==> src/rtl/cam_pkg.sv <==
// Shared definitions for the camera stream generator and its capture-side peers.
// Contents: default frame timing constants, pattern mode and FSM state encodings,
// the latched per-frame configuration record and the RGB444 byte-packing helper.
package cam_pkg;

    localparam int CAM_H_ACTIVE = 160;
    localparam int CAM_V_ACTIVE = 120;
    localparam int CAM_H_BLANK  = 16;
    localparam int CAM_V_SYNC   = 3;
    localparam int CAM_V_BACK   = 4;
    localparam int CAM_V_FRONT  = 2;
    localparam int CAM_PCLK_DIV = 2;

    typedef enum logic [1:0] {
        MODE_SOLID = 2'd0,
        MODE_BARS  = 2'd1,
        MODE_BOX   = 2'd2,
        MODE_TRI   = 2'd3
    } cam_mode_e;

    typedef enum logic [2:0] {
        ST_IDLE   = 3'd0,
        ST_VSYNC  = 3'd1,
        ST_VBACK  = 3'd2,
        ST_ACTIVE = 3'd3,
        ST_HBLANK = 3'd4,
        ST_VFRONT = 3'd5,
        ST_CLOSE  = 3'd6
    } cam_state_e;

    // Per-frame configuration, captured when a frame enters VSYNC.
    typedef struct packed {
        cam_mode_e   mode;
        logic [11:0] fg;
        logic [11:0] bg;
        logic [11:0] box_w;
        logic [11:0] box_h;
    } cam_cfg_t;

    // Even byte carries {0, R}; odd byte carries {G, B}.
    function automatic logic [7:0] rgb444_byte(input logic [11:0] color, input logic odd);
        return odd ? color[7:0] : {4'b0000, color[11:8]};
    endfunction

endpackage

==> src/rtl/cam_stream_gen_if.sv <==
// DVP-style parallel camera bus: pixel clock, frame sync, line valid, data byte.
// master: the sensor side (drives everything); slave: the capture side.
interface cam_stream_gen_if;
    logic       CAM_pclk;
    logic       CAM_vsync;
    logic       CAM_href;
    logic [7:0] CAM_px_data;

    modport master (output CAM_pclk, output CAM_vsync, output CAM_href, output CAM_px_data);
    modport slave  (input  CAM_pclk, input  CAM_vsync, input  CAM_href, input  CAM_px_data);
endinterface

==> src/rtl/cam_pattern_rgb444.sv <==
// Combinational test-pattern map: (x, y, latched config) -> 12-bit RGB444 colour.
// Ports: x, y   pixel coordinates (zero-extended to 12 bits)
//        cfg    latched mode, colours and box size
//        color  fg or bg colour for this pixel
module cam_pattern_rgb444
    import cam_pkg::*;
#(
    parameter int H_ACTIVE = CAM_H_ACTIVE,
    parameter int V_ACTIVE = CAM_V_ACTIVE
) (
    input  logic [11:0] x,
    input  logic [11:0] y,
    input  cam_cfg_t    cfg,
    output logic [11:0] color
);

    localparam logic signed [12:0] CX = 13'(H_ACTIVE / 2);
    localparam logic signed [12:0] CY = 13'(V_ACTIVE / 2);

    logic signed [12:0] dx;
    logic signed [12:0] dy;
    logic signed [12:0] adx;
    logic signed [12:0] half_w;
    logic signed [12:0] half_h;
    logic               use_fg;

    always_comb begin
        use_fg = 1'b0;
        dx     = $signed({1'b0, x}) - CX;
        dy     = $signed({1'b0, y}) - CY;
        adx    = (dx < 0) ? -dx : dx;
        half_w = $signed({1'b0, cfg.box_w}) >>> 1;
        half_h = $signed({1'b0, cfg.box_h}) >>> 1;
        case (cfg.mode)
            MODE_SOLID: use_fg = 1'b1;
            MODE_BARS:  use_fg = x[4];
            // Half-open window [c - w/2, c + w/2) so an even box is exactly w wide.
            MODE_BOX:   use_fg = (dx >= -half_w) && (dx < half_w) &&
                                 (dy >= -half_h) && (dy < half_h);
            // Width 2y+1 centred on the middle column, saturating at the line width.
            MODE_TRI:   use_fg = (adx <= $signed({1'b0, y}));
            default:    use_fg = 1'b0;
        endcase
        color = use_fg ? cfg.fg : cfg.bg;
    end

endmodule

==> src/rtl/cam_stream_gen.sv <==
// Camera-sensor emulator: emits RGB444 frames (two bytes per pixel) on a DVP bus.
// Ports: clk, CAM_reset_n (async, active low)
//        start (one-cycle frame request), cont (back-to-back frames)
//        mode, fg_color, bg_color, box_w, box_h (latched at start of VSYNC)
//        cam (bus master: pclk, vsync, href, data)
//        busy (start accepted .. end of closing vsync), frame_done (end of VFRONT)
module cam_stream_gen
    import cam_pkg::*;
#(
    parameter int H_ACTIVE = CAM_H_ACTIVE,
    parameter int V_ACTIVE = CAM_V_ACTIVE,
    parameter int H_BLANK  = CAM_H_BLANK,
    parameter int V_SYNC   = CAM_V_SYNC,
    parameter int V_BACK   = CAM_V_BACK,
    parameter int V_FRONT  = CAM_V_FRONT,
    parameter int PCLK_DIV = CAM_PCLK_DIV
) (
    input  logic                clk,
    input  logic                CAM_reset_n,
    input  logic                start,
    input  logic                cont,
    input  logic [1:0]          mode,
    input  logic [11:0]         fg_color,
    input  logic [11:0]         bg_color,
    input  logic [11:0]         box_w,
    input  logic [11:0]         box_h,
    cam_stream_gen_if.master    cam,
    output logic                busy,
    output logic                frame_done
);

    localparam int LINE_BYTES = 2 * H_ACTIVE + H_BLANK;
    localparam int BW = $clog2(LINE_BYTES);
    localparam int LW = $clog2(V_ACTIVE + V_SYNC + V_BACK + V_FRONT);
    localparam int DW = (PCLK_DIV > 1) ? $clog2(PCLK_DIV) : 1;

    localparam logic [BW-1:0] BYTE_LAST = BW'(LINE_BYTES - 1);
    localparam logic [BW-1:0] ACT_LAST  = BW'(2 * H_ACTIVE - 1);
    localparam logic [LW-1:0] VS_LAST   = LW'(V_SYNC - 1);
    localparam logic [LW-1:0] VB_LAST   = LW'(V_BACK - 1);
    localparam logic [LW-1:0] VA_LAST   = LW'(V_ACTIVE - 1);
    localparam logic [LW-1:0] VF_LAST   = LW'(V_FRONT - 1);

    logic [DW-1:0] div_reg;
    logic          pclk_reg;
    logic          div_tick;
    logic          fall_tick;

    cam_state_e    state_reg, state_next;
    logic [BW-1:0] byte_reg, byte_next;
    logic [LW-1:0] line_reg, line_next;
    logic          pending_reg, pending_next;
    logic          consume;
    logic          go;
    logic          line_end;

    cam_cfg_t      cfg_reg;
    logic [11:0]   pix_color;
    logic          vsync_reg, href_reg;
    logic [7:0]    data_reg;

    // Prescaler: toggle pclk every PCLK_DIV clks. All bus updates happen on the
    // clk edge that takes pclk low, so the receiver's rising edge sees stable data.
    assign div_tick  = (div_reg == DW'(PCLK_DIV - 1));
    assign fall_tick = div_tick & pclk_reg;

    always_ff @(posedge clk or negedge CAM_reset_n) begin
        if (!CAM_reset_n) begin
            div_reg  <= '0;
            pclk_reg <= 1'b0;
        end else if (div_tick) begin
            div_reg  <= '0;
            pclk_reg <= ~pclk_reg;
        end else begin
            div_reg  <= div_reg + DW'(1);
        end
    end

    // A start arriving in the same clk as the decision point counts immediately.
    assign go       = pending_reg | start;
    assign line_end = (byte_reg == BYTE_LAST);

    always_comb begin
        state_next   = state_reg;
        byte_next    = byte_reg;
        line_next    = line_reg;
        consume      = 1'b0;
        frame_done   = 1'b0;
        if (fall_tick) begin
            byte_next = line_end ? '0 : byte_reg + BW'(1);
            case (state_reg)
                ST_IDLE: begin
                    byte_next = '0;
                    line_next = '0;
                    if (go) begin
                        state_next = ST_VSYNC;
                        consume    = 1'b1;
                    end
                end
                ST_VSYNC, ST_CLOSE: begin
                    if (line_end) begin
                        if (line_reg == VS_LAST) begin
                            state_next = (state_reg == ST_VSYNC) ? ST_VBACK : ST_IDLE;
                            line_next  = '0;
                        end else begin
                            line_next  = line_reg + LW'(1);
                        end
                    end
                end
                ST_VBACK: begin
                    if (line_end) begin
                        if (line_reg == VB_LAST) begin
                            state_next = ST_ACTIVE;
                            line_next  = '0;
                        end else begin
                            line_next  = line_reg + LW'(1);
                        end
                    end
                end
                ST_ACTIVE: begin
                    if (byte_reg == ACT_LAST) state_next = ST_HBLANK;
                end
                ST_HBLANK: begin
                    if (line_end) begin
                        if (line_reg == VA_LAST) begin
                            state_next = ST_VFRONT;
                            line_next  = '0;
                        end else begin
                            state_next = ST_ACTIVE;
                            line_next  = line_reg + LW'(1);
                        end
                    end
                end
                ST_VFRONT: begin
                    if (line_end) begin
                        if (line_reg == VF_LAST) begin
                            frame_done = 1'b1;
                            line_next  = '0;
                            if (cont || go) begin
                                state_next = ST_VSYNC;
                                consume    = 1'b1;
                            end else begin
                                state_next = ST_CLOSE;
                            end
                        end else begin
                            line_next  = line_reg + LW'(1);
                        end
                    end
                end
                default: state_next = ST_IDLE;
            endcase
        end
    end

    // Single pending slot: further starts while one is waiting are dropped.
    always_comb begin
        pending_next = pending_reg;
        if (consume)    pending_next = 1'b0;
        else if (start) pending_next = 1'b1;
    end

    always_ff @(posedge clk or negedge CAM_reset_n) begin
        if (!CAM_reset_n) begin
            state_reg   <= ST_IDLE;
            byte_reg    <= '0;
            line_reg    <= '0;
            pending_reg <= 1'b0;
        end else begin
            state_reg   <= state_next;
            byte_reg    <= byte_next;
            line_reg    <= line_next;
            pending_reg <= pending_next;
        end
    end

    always_ff @(posedge clk or negedge CAM_reset_n) begin
        if (!CAM_reset_n) begin
            cfg_reg <= '0;
        end else if (fall_tick && state_next == ST_VSYNC && state_reg != ST_VSYNC) begin
            cfg_reg <= '{mode: cam_mode_e'(mode), fg: fg_color, bg: bg_color,
                         box_w: box_w, box_h: box_h};
        end
    end

    // Colour of the slot about to be driven.
    cam_pattern_rgb444 #(
        .H_ACTIVE (H_ACTIVE),
        .V_ACTIVE (V_ACTIVE)
    ) u_pattern (
        .x     (12'(byte_next[BW-1:1])),
        .y     (12'(line_next)),
        .cfg   (cfg_reg),
        .color (pix_color)
    );

    always_ff @(posedge clk or negedge CAM_reset_n) begin
        if (!CAM_reset_n) begin
            vsync_reg <= 1'b0;
            href_reg  <= 1'b0;
            data_reg  <= 8'h00;
        end else if (fall_tick) begin
            vsync_reg <= (state_next == ST_VSYNC) || (state_next == ST_CLOSE);
            href_reg  <= (state_next == ST_ACTIVE);
            data_reg  <= (state_next == ST_ACTIVE) ? rgb444_byte(pix_color, byte_next[0]) : 8'h00;
        end
    end

    assign cam.CAM_pclk    = pclk_reg;
    assign cam.CAM_vsync   = vsync_reg;
    assign cam.CAM_href    = href_reg;
    assign cam.CAM_px_data = data_reg;
    assign busy            = (state_reg != ST_IDLE) | pending_reg;

endmodule

==> src/flat_wrapper.sv <==
// flat-port wrapper written by rule: the top's interface ports become plain ports
module cam_stream_gen_flat import cam_pkg::*;
#(
    parameter int H_ACTIVE = CAM_H_ACTIVE,
    parameter int V_ACTIVE = CAM_V_ACTIVE,
    parameter int H_BLANK  = CAM_H_BLANK,
    parameter int V_SYNC   = CAM_V_SYNC,
    parameter int V_BACK   = CAM_V_BACK,
    parameter int V_FRONT  = CAM_V_FRONT,
    parameter int PCLK_DIV = CAM_PCLK_DIV
)
  (clk, CAM_reset_n, start, cont, mode, fg_color, bg_color, box_w, box_h, busy, frame_done, cam_CAM_pclk, cam_CAM_vsync, cam_CAM_href, cam_CAM_px_data);
  cam_stream_gen_if cam_i ();
  input  logic clk;
  input  logic CAM_reset_n;
  input  logic start;
  input  logic cont;
  input  logic [1:0] mode;
  input  logic [11:0] fg_color;
  input  logic [11:0] bg_color;
  input  logic [11:0] box_w;
  input  logic [11:0] box_h;
  output logic busy;
  output logic frame_done;
  output wire logic [$bits(cam_i.CAM_pclk)-1:0] cam_CAM_pclk;
  output wire logic [$bits(cam_i.CAM_vsync)-1:0] cam_CAM_vsync;
  output wire logic [$bits(cam_i.CAM_href)-1:0] cam_CAM_href;
  output wire logic [$bits(cam_i.CAM_px_data)-1:0] cam_CAM_px_data;
  assign cam_CAM_pclk = cam_i.CAM_pclk;
  assign cam_CAM_vsync = cam_i.CAM_vsync;
  assign cam_CAM_href = cam_i.CAM_href;
  assign cam_CAM_px_data = cam_i.CAM_px_data;
  cam_stream_gen #(.H_ACTIVE(H_ACTIVE), .V_ACTIVE(V_ACTIVE), .H_BLANK(H_BLANK), .V_SYNC(V_SYNC), .V_BACK(V_BACK), .V_FRONT(V_FRONT), .PCLK_DIV(PCLK_DIV)) u_core (.clk(clk), .CAM_reset_n(CAM_reset_n), .start(start), .cont(cont), .mode(mode), .fg_color(fg_color), .bg_color(bg_color), .box_w(box_w), .box_h(box_h), .cam(cam_i), .busy(busy), .frame_done(frame_done));
endmodule
==> config.mk <==
export PLATFORM = sky130hd
export DESIGN_NAME = cam_stream_gen_flat
export DESIGN_NICKNAME = d
export VERILOG_FILES = /design/src/rtl/cam_pkg.sv /design/src/rtl/cam_stream_gen_if.sv /design/src/rtl/cam_pattern_rgb444.sv /design/src/rtl/cam_stream_gen.sv /design/src/flat_wrapper.sv
export SDC_FILE = /design/constraint.sdc
export NUM_CORES = 1
export LEC_CHECK = 0
export CAP_MARGIN = 20
export CORE_MARGIN = 2
export CORE_UTILIZATION = 40
export CTS_CLUSTER_DIAMETER = 150
export DETAILED_ROUTE_END_ITERATION = 10
export DONT_BUFFER_PORTS = 1
export PLACE_DENSITY = 0.62
export REMOVE_ABC_BUFFERS = 1
export SETUP_SLACK_MARGIN = 0.4
export SLEW_MARGIN = 20
export SYNTH_ARGS = -nofsm -noshare
export SYNTH_HDL_FRONTEND = slang
export SYNTH_SLANG_ARGS = --single-unit
==> constraint.sdc <==
create_clock -name clk -period 5 [get_ports clk]
set_input_delay 0.5 -clock clk [delete_from_list [all_inputs] [get_ports clk]]
set_output_delay 0.5 -clock clk [all_outputs]
set_load 0.005 [all_outputs]
# Yosys cells after proc, flatten, opt, wreduce, memory -nomap -nowiden
# Index checks and enable logic that the tools add are counted.
# word_totals
out_inout_bits	13
register_bits	83
input_bits	54
wordCells	108
# classes
n_addsub	8
eq_ne	19
magnitude_cmp	6
n_reduce_logical	12
muxes	45
bitwise_logic	4
# op_table
cell	n
two-way mux 8 bit	11
case mux 8 bit (5 select lines)	1
two-way mux 3 bit	12
two-way mux 9 bit	3
greater-or-equal comparator 9 x 13 -> 1 bit	2
negation 11 -> 13 bit	2
less-than comparator 9 x 12 -> 1 bit	2
equality test 9 bit, second input constant	2
case mux 3 bit (6 select lines)	1
equality test 8 x 2 -> 1 bit, second input constant	2
less-or-equal comparator 13 x 9 -> 1 bit	1
two-way mux 13 bit	1
negation 9 -> 13 bit	1
equality test 3 bit, second input constant	4
two-way mux 1 bit	12
two-way mux 12 bit	1
adder 9 x 1 -> 9 bit, second input constant	1
equality test 3 x 2 -> 1 bit, second input constant	3
less-than comparator 9 x 1 -> 1 bit, second input constant	1
subtractor 8 x 6 -> 9 bit, second input constant	1
subtractor 8 x 7 -> 9 bit, second input constant	1
adder 8 x 1 -> 8 bit, second input constant	1
equality test 8 x 1 -> 1 bit, second input constant	1
equality test 8 x 7 -> 1 bit, second input constant	1
other kinds (18)	26

# Depth between registers and ports, before layout
# depth
depth_word	13
ltp_mapped	25
mapped_depth_nobuf	23

# Modules after synthesis
# From an unflattened synthesis, not the netlist that was laid out.
# unflattened
cells_unflattened	696
area_unflattened_um2	6487.5
# modules_own_cells
mod	area_each_um2	n_inst	cells_each	seq_area_each_um2
cam_stream_gen	3851.2	1	327	2077.0
cam_pattern_rgb444	2636.3	1	369	0.0

# Worst setup path before layout
# Ideal clock, no wire load.
# synth_timing
path_kind	reg2reg
start	register u_core.byte_reg[0]
end	register u_core.data_reg[0], in the netlist u_core.cam.CAM_px_data[0]
required_time_ns	4.869
arrival_ns	4.492
slack_ns	0.377
path_buffers	2
stages_incl_launch_ff	25
setup_time_ns	0.131
synth_period_minus_slack_ns	4.623
cell_sequence	dfrtp_1 -> ha_1 -> and4b_1 -> buf_2 -> nand2_1 -> o311ai_1 -> and2_1 -> a21oi_1 -> o221ai_1 -> inv_1 -> ha_1 -> nand2b_1 -> o22ai_2 -> a221oi_4 -> ha_1 -> nand2_1 -> a211oi_1 -> o31ai_1 -> o221a_1 -> nor3_1 -> and2b_2 -> o21ai_4 -> buf_12 -> mux2i_1 -> o22ai_1
# synth_via
word_cells_on_any_way	37
classes_between	add/sub: 4; order compare: 6; eq/ne: 3; mux: 21; reduce/logical: 3
# synth_rtl
item	line	text
start, declared	cam_stream_gen.sv:50	logic [BW-1:0] byte_reg, byte_next;
start signal, assigned	cam_stream_gen.sv:170	byte_reg <= byte_next;
equality test 9 bit *	cam_stream_gen.sv:81	assign line_end = (byte_reg == BYTE_LAST);
two-way mux 8 bit, on equally long branches	--	
case mux 8 bit (5 select lines) *	cam_stream_gen.sv:91	case (state_reg)
two-way mux 8 bit *	cam_stream_gen.sv:89	if (fall_tick) begin
named net u_core.line_next[3]	cam_stream_gen.sv:51	logic [LW-1:0] line_reg, line_next;
subtractor 8 x 6 -> 9 bit	cam_pattern_rgb444.sv:30	dy = $signed({1'b0, y}) - CY;
greater-or-equal comparator 9 x 13 -> 1 bit	cam_pattern_rgb444.sv:39	(dy >= -half_h) && (dy < half_h);
logical AND 1 bit	cam_pattern_rgb444.sv:38	MODE_BOX: use_fg = (dx >= -half_w) && (dx < half_w) &&
logical AND 1 bit	cam_pattern_rgb444.sv:39	
case mux 1 bit (4 select lines) *	cam_pattern_rgb444.sv:34	case (cfg.mode)
two-way mux 12 bit *	cam_pattern_rgb444.sv:44	color = use_fg ? cfg.fg : cfg.bg;
two-way mux 8 bit *	cam_pkg.sv:42	return odd ? color[7:0] : {4'b0000, color[11:8]};
two-way mux 8 bit *	cam_stream_gen.sv:204	data_reg <= (state_next == ST_ACTIVE) ? rgb444_byte(pix_color, byte_next[0]) : 8'h00;
end signal, assigned	cam_stream_gen.sv:204	
end, declared	cam_stream_gen.sv:60	logic [7:0] data_reg;
# Mark *: on every way through the listed nets, which the timed path passes. The rest lies on a longest branch.
# A chain may end at the register's enable or synchronous reset.

# Worst setup path in the final report
# layout_timing
start	register u_core.line_reg[6]
end	register u_core.data_reg[3], in the netlist u_core.cam.CAM_px_data[3]
# layout_via
elab_chain_cells	13
word_cells_on_any_way	36
classes_between	add/sub: 2; order compare: 3; eq/ne: 5; mux: 24; reduce/logical: 2
# layout_rtl
item	line	text
start, declared	cam_stream_gen.sv:51	
start signal, assigned	cam_stream_gen.sv:171	line_reg <= line_next;
equality test 8 x 1 -> 1 bit (tied with other cells)	cam_stream_gen.sv:136	if (line_reg == VF_LAST) begin
two-way mux 8 bit, on equally long branches (2 in a row)	--	
case mux 8 bit (5 select lines) *	cam_stream_gen.sv:91	
two-way mux 8 bit *	cam_stream_gen.sv:89	
named net u_core.line_next[3]	cam_stream_gen.sv:51	
subtractor 8 x 6 -> 9 bit	cam_pattern_rgb444.sv:30	
greater-or-equal comparator 9 x 13 -> 1 bit	cam_pattern_rgb444.sv:39	
logical AND 1 bit	cam_pattern_rgb444.sv:38	
logical AND 1 bit	cam_pattern_rgb444.sv:39	
case mux 1 bit (4 select lines) *	cam_pattern_rgb444.sv:34	
two-way mux 12 bit *	cam_pattern_rgb444.sv:44	
two-way mux 8 bit *	cam_pkg.sv:42	
two-way mux 8 bit *	cam_stream_gen.sv:204	
# Marks and branches as above.

==> metrics.yaml <==
critical_path:
  start_kind: "flop"
  crit_path_cell_trace: "nor4_4 > buf_6 > nand3_4 > o311ai_4 > and2_4 > a21oi_1 > o221ai_2 > inv_2 > ha_4 > nand2b_4 > o22ai_4 > a221oi_4 > ha_4 > buf_4 > nand4_1 > or3_4 > a21oi_1 > a311oi_1 > nor3b_2 > o21ai_4 > clkbuf_16 > a211oi_2 > o22ai_1"
  rr_endpoint: "u_core.cam.CAM_px_data[3]"
  critPathSlowestCell: "dfrtp_2"
  critPathKind: "flop to flop"
  crit_fanout: 6
  reg2reg_from: "u_core.line_reg[6]"
  rrSetupSlack_ns: 0.34
  critPathMaxStageDelay_ns: 0.44
  end_kind: "flop"
  ff2ff_path_depth: 23
  cp.arrival_ns: 4.88
  critical_path_required_ns: 5.21
cts:
  htree_levels: 3
  clk_latency_ns: 0.35
  cts_tree: "built"
  clockRootBuffer: "clkbuf_16"
  cts_buffer_depth: 2
  clk_pin_slew_ns: 0.07
  cts-buffers-inserted: 9
  cts_num_sinks: 81
detailed_routing:
  route.met3.wl_um: 908
  drc: 0
  wire_per_inst_um: 17.1
  avgViaCountPerCell: 5.76
  postRouteAntennaNets: 0
  wl_mm: 15.4
  top_layer_used: "met4"
  drtIter0Drc: 336
  drt_pass1_iterations: 5
  dr_wl_met2_mm: 7.22
  drt-met1-wl_mm: 6.94
  vias: 5168
die:
  die_x_um: 127
  rows: 44
  num_io_pins: 67
  die_area_mm2: 0.0161
  core-area_mm2: 0.0146
  fp.dieH_um: 127
  initial_utilization_pct: 41.2
sta:
  period_needed_ns: 4.66
  max_freq_ghz: 0.214
  setup_tns_ns: 0
  timing.final.crit_share_pct: 93.3
  slew_headroom_pct: 46.7
  worst_pin_slew_ns: 0.797
  worst_hold_slack_ns: 0.0385
  slew_viol_final: 0
  setup_viol: 0
  hold_viol: 0
  skew_ns: 0.00904
  rsz0062_at_grt: "true"
finish:
  largest_reg_flops: 48
  post-route-util_pct: 49.7
  seqCellArea_mm2: 0.00204
  multi_input_area_mm2: 0.00405
  drive_above_1_share_pct: 25.8
  syn_to_final_growth_pct: 20.8
  nFillCells: 1353
  design_area_mm2: 0.00728
  nets: 820
  diodes: 0
global_routing:
  gr-usage-all-layers_pct: 19.1
  grt_max_degree: 82
  grt_overflow: 0
  grt_pass1_vias: 5101
  antenna_found_initial: 0
  grt_pass1_wl_mm: 25.0
logic_synthesis:
  syn_area_mm2: 0.00603
  yosys_most_used_dff: "dfrtp_1"
  avgSynthCellArea_um2: 9.12
  synth_cells: 661
  synth_edf_count: 0
  async_flop_share_pct: 100
  yosysSeqAreaShare_pct: 33.6
  synthDistinctLibCells: 73
  ys_seq_elements: 81
  ys_warn_count: 0
worst_hold_path:
  hold_path.class: "input pin to async pin"
placed_design:
  gp_congestion: 0.844
  dpl_cell_area_mm2: 0.00641
  port_buffers: 0
  dp_hpwl_mm: 10.9
power_and_ir_drop:
  powerDensity_mw_per_mm2: 213
  p_total_w: 0.00155
  p_leak_nw: 3.12
  ir_drop_mv: 0.218
run:
  max_cap_viol_count: 0
status:
  outcome: "finished clean"
[layout make-up]
type,count,area share [%]
multi-input combinational,511,55.6
sequential,81,28.0
timing repair buffer,57,6.77
clock buffer,10,3.28
tap,184,3.16
inverter,48,2.47
clock inverter,6,0.790
[where the power goes]
group	leakage [nW]	internal (W)	switching (W)
clock network	0.147	0.000363	0.000306
registers	0.990	0.000682	0.0000268
logic	1.98	0.0000840	0.0000927
total	3.12	0.00113	0.000425
[synth_stat cells (4+ instances only)]
library cell,instances,area (um^2)
a211oi_1,4,30.0
a211oi_2,4,50.1
a21o_1,8,60.1
a21oi_1,35,175
a2bb2oi_1,4,35.0
a31oi_1,7,43.8
and3_1,7,43.8
buf_2,7,35.0
clkbuf_1,13,48.8
dfrtp_1,81,2030
ha_1,58,726
inv_1,47,176
mux2_2,30,338
mux2i_1,10,100
nand2_1,70,263
nand2b_1,11,68.8
nand3_1,13,65.1
nand4_1,10,62.6
nor2_1,43,161
nor2b_1,6,37.5
nor3_1,21,105
nor4_1,10,62.6
o2111ai_1,4,35.0
o21a_1,5,37.5
o21ai_0,33,165
o21ai_1,7,35.0
o21bai_1,4,30.0
o22ai_1,5,31.3
o31ai_1,4,30.0
or3_1,7,43.8
xnor2_1,19,166
xor2_1,13,114
[what timing repair did]
action,4_1_cts,5_1_grt
endpoints found under the hold margin,81,0
gates cloned,1,0
setup endpoints to repair,8,8
pin swaps,14,22
resized for setup,37,41
hold buffers,1,0
setup buffers,11,13
[how the worst max path moves through the flow]
| stage | start | end | cells after the start |
|---|---|---|---|
| floorplan | u_core.line_reg[5] | u_core.cfg_reg[10] | 6 |
| detailed placement | u_core.line_reg[0] | u_core.cam.CAM_px_data[1] | 23 |
| finish | u_core.line_reg[6] | u_core.cam.CAM_px_data[3] | 23 |
| global placement | u_core.byte_reg[0] | u_core.cam.CAM_px_data[1] | 23 |
| global route | u_core.cam.CAM_pclk | u_core.cam.CAM_px_data[3] | 21 |
| CTS | u_core.byte_reg[0] | u_core.cam.CAM_px_data[5] | 25 |
[cell usage in the layout (no fill, tap or decap), types with 9 or more instances in the layout]
cell type and n:
dfrtp_1 73, nand2_1 67, ha_1 54, buf_4 50, inv_1 45, nor2_1 37, o21ai_0 31, a21oi_1 30
mux2_2 30, xnor2_1 17, nor3_1 15, xor2_1 13, nand3_1 12, nand4_1 10, nand2b_1 10, clkbuf_16 10
o21ai_1 9, nor4_1 9
[logic make-up after synthesis]
logic type	count (synthesis)	share of synthesized area, %
buf+inv	69	4.71
mux	40	7.26
flops	81	33.6
xor+xnor	32	4.65
compound gates	159	18.8
fa+ha+maj	58	12.0
simple gates	222	18.9
[metal layers]
layer	global-route usage [%]	vias to the layer above
met5	0	-
met4	6.01	0
met3	5.06	28
met2	31.3	156
met1	24.7	2472
li1	-	2512
[critical path: cells and delay by family, from the launching register on]
family,cells,cell delay [ns]
AO/OA/AOI/OAI,10,1.68
buffers and inverters,4,0.56
AND/OR/NAND/NOR,7,1.45
flip-flops,1,0.44
adder cells (fa/ha/maj),2,0.41
[through the flow]
step,setup slack (ns),instances
after global placement,0.173,855
after CTS,0.379,884
after detailed placement,0.0749,855
after floorplan,-1.10,640
final,0.336,897
after global routing,0.0838,897
No activity file was read; power rests on OpenSTA's default activity.
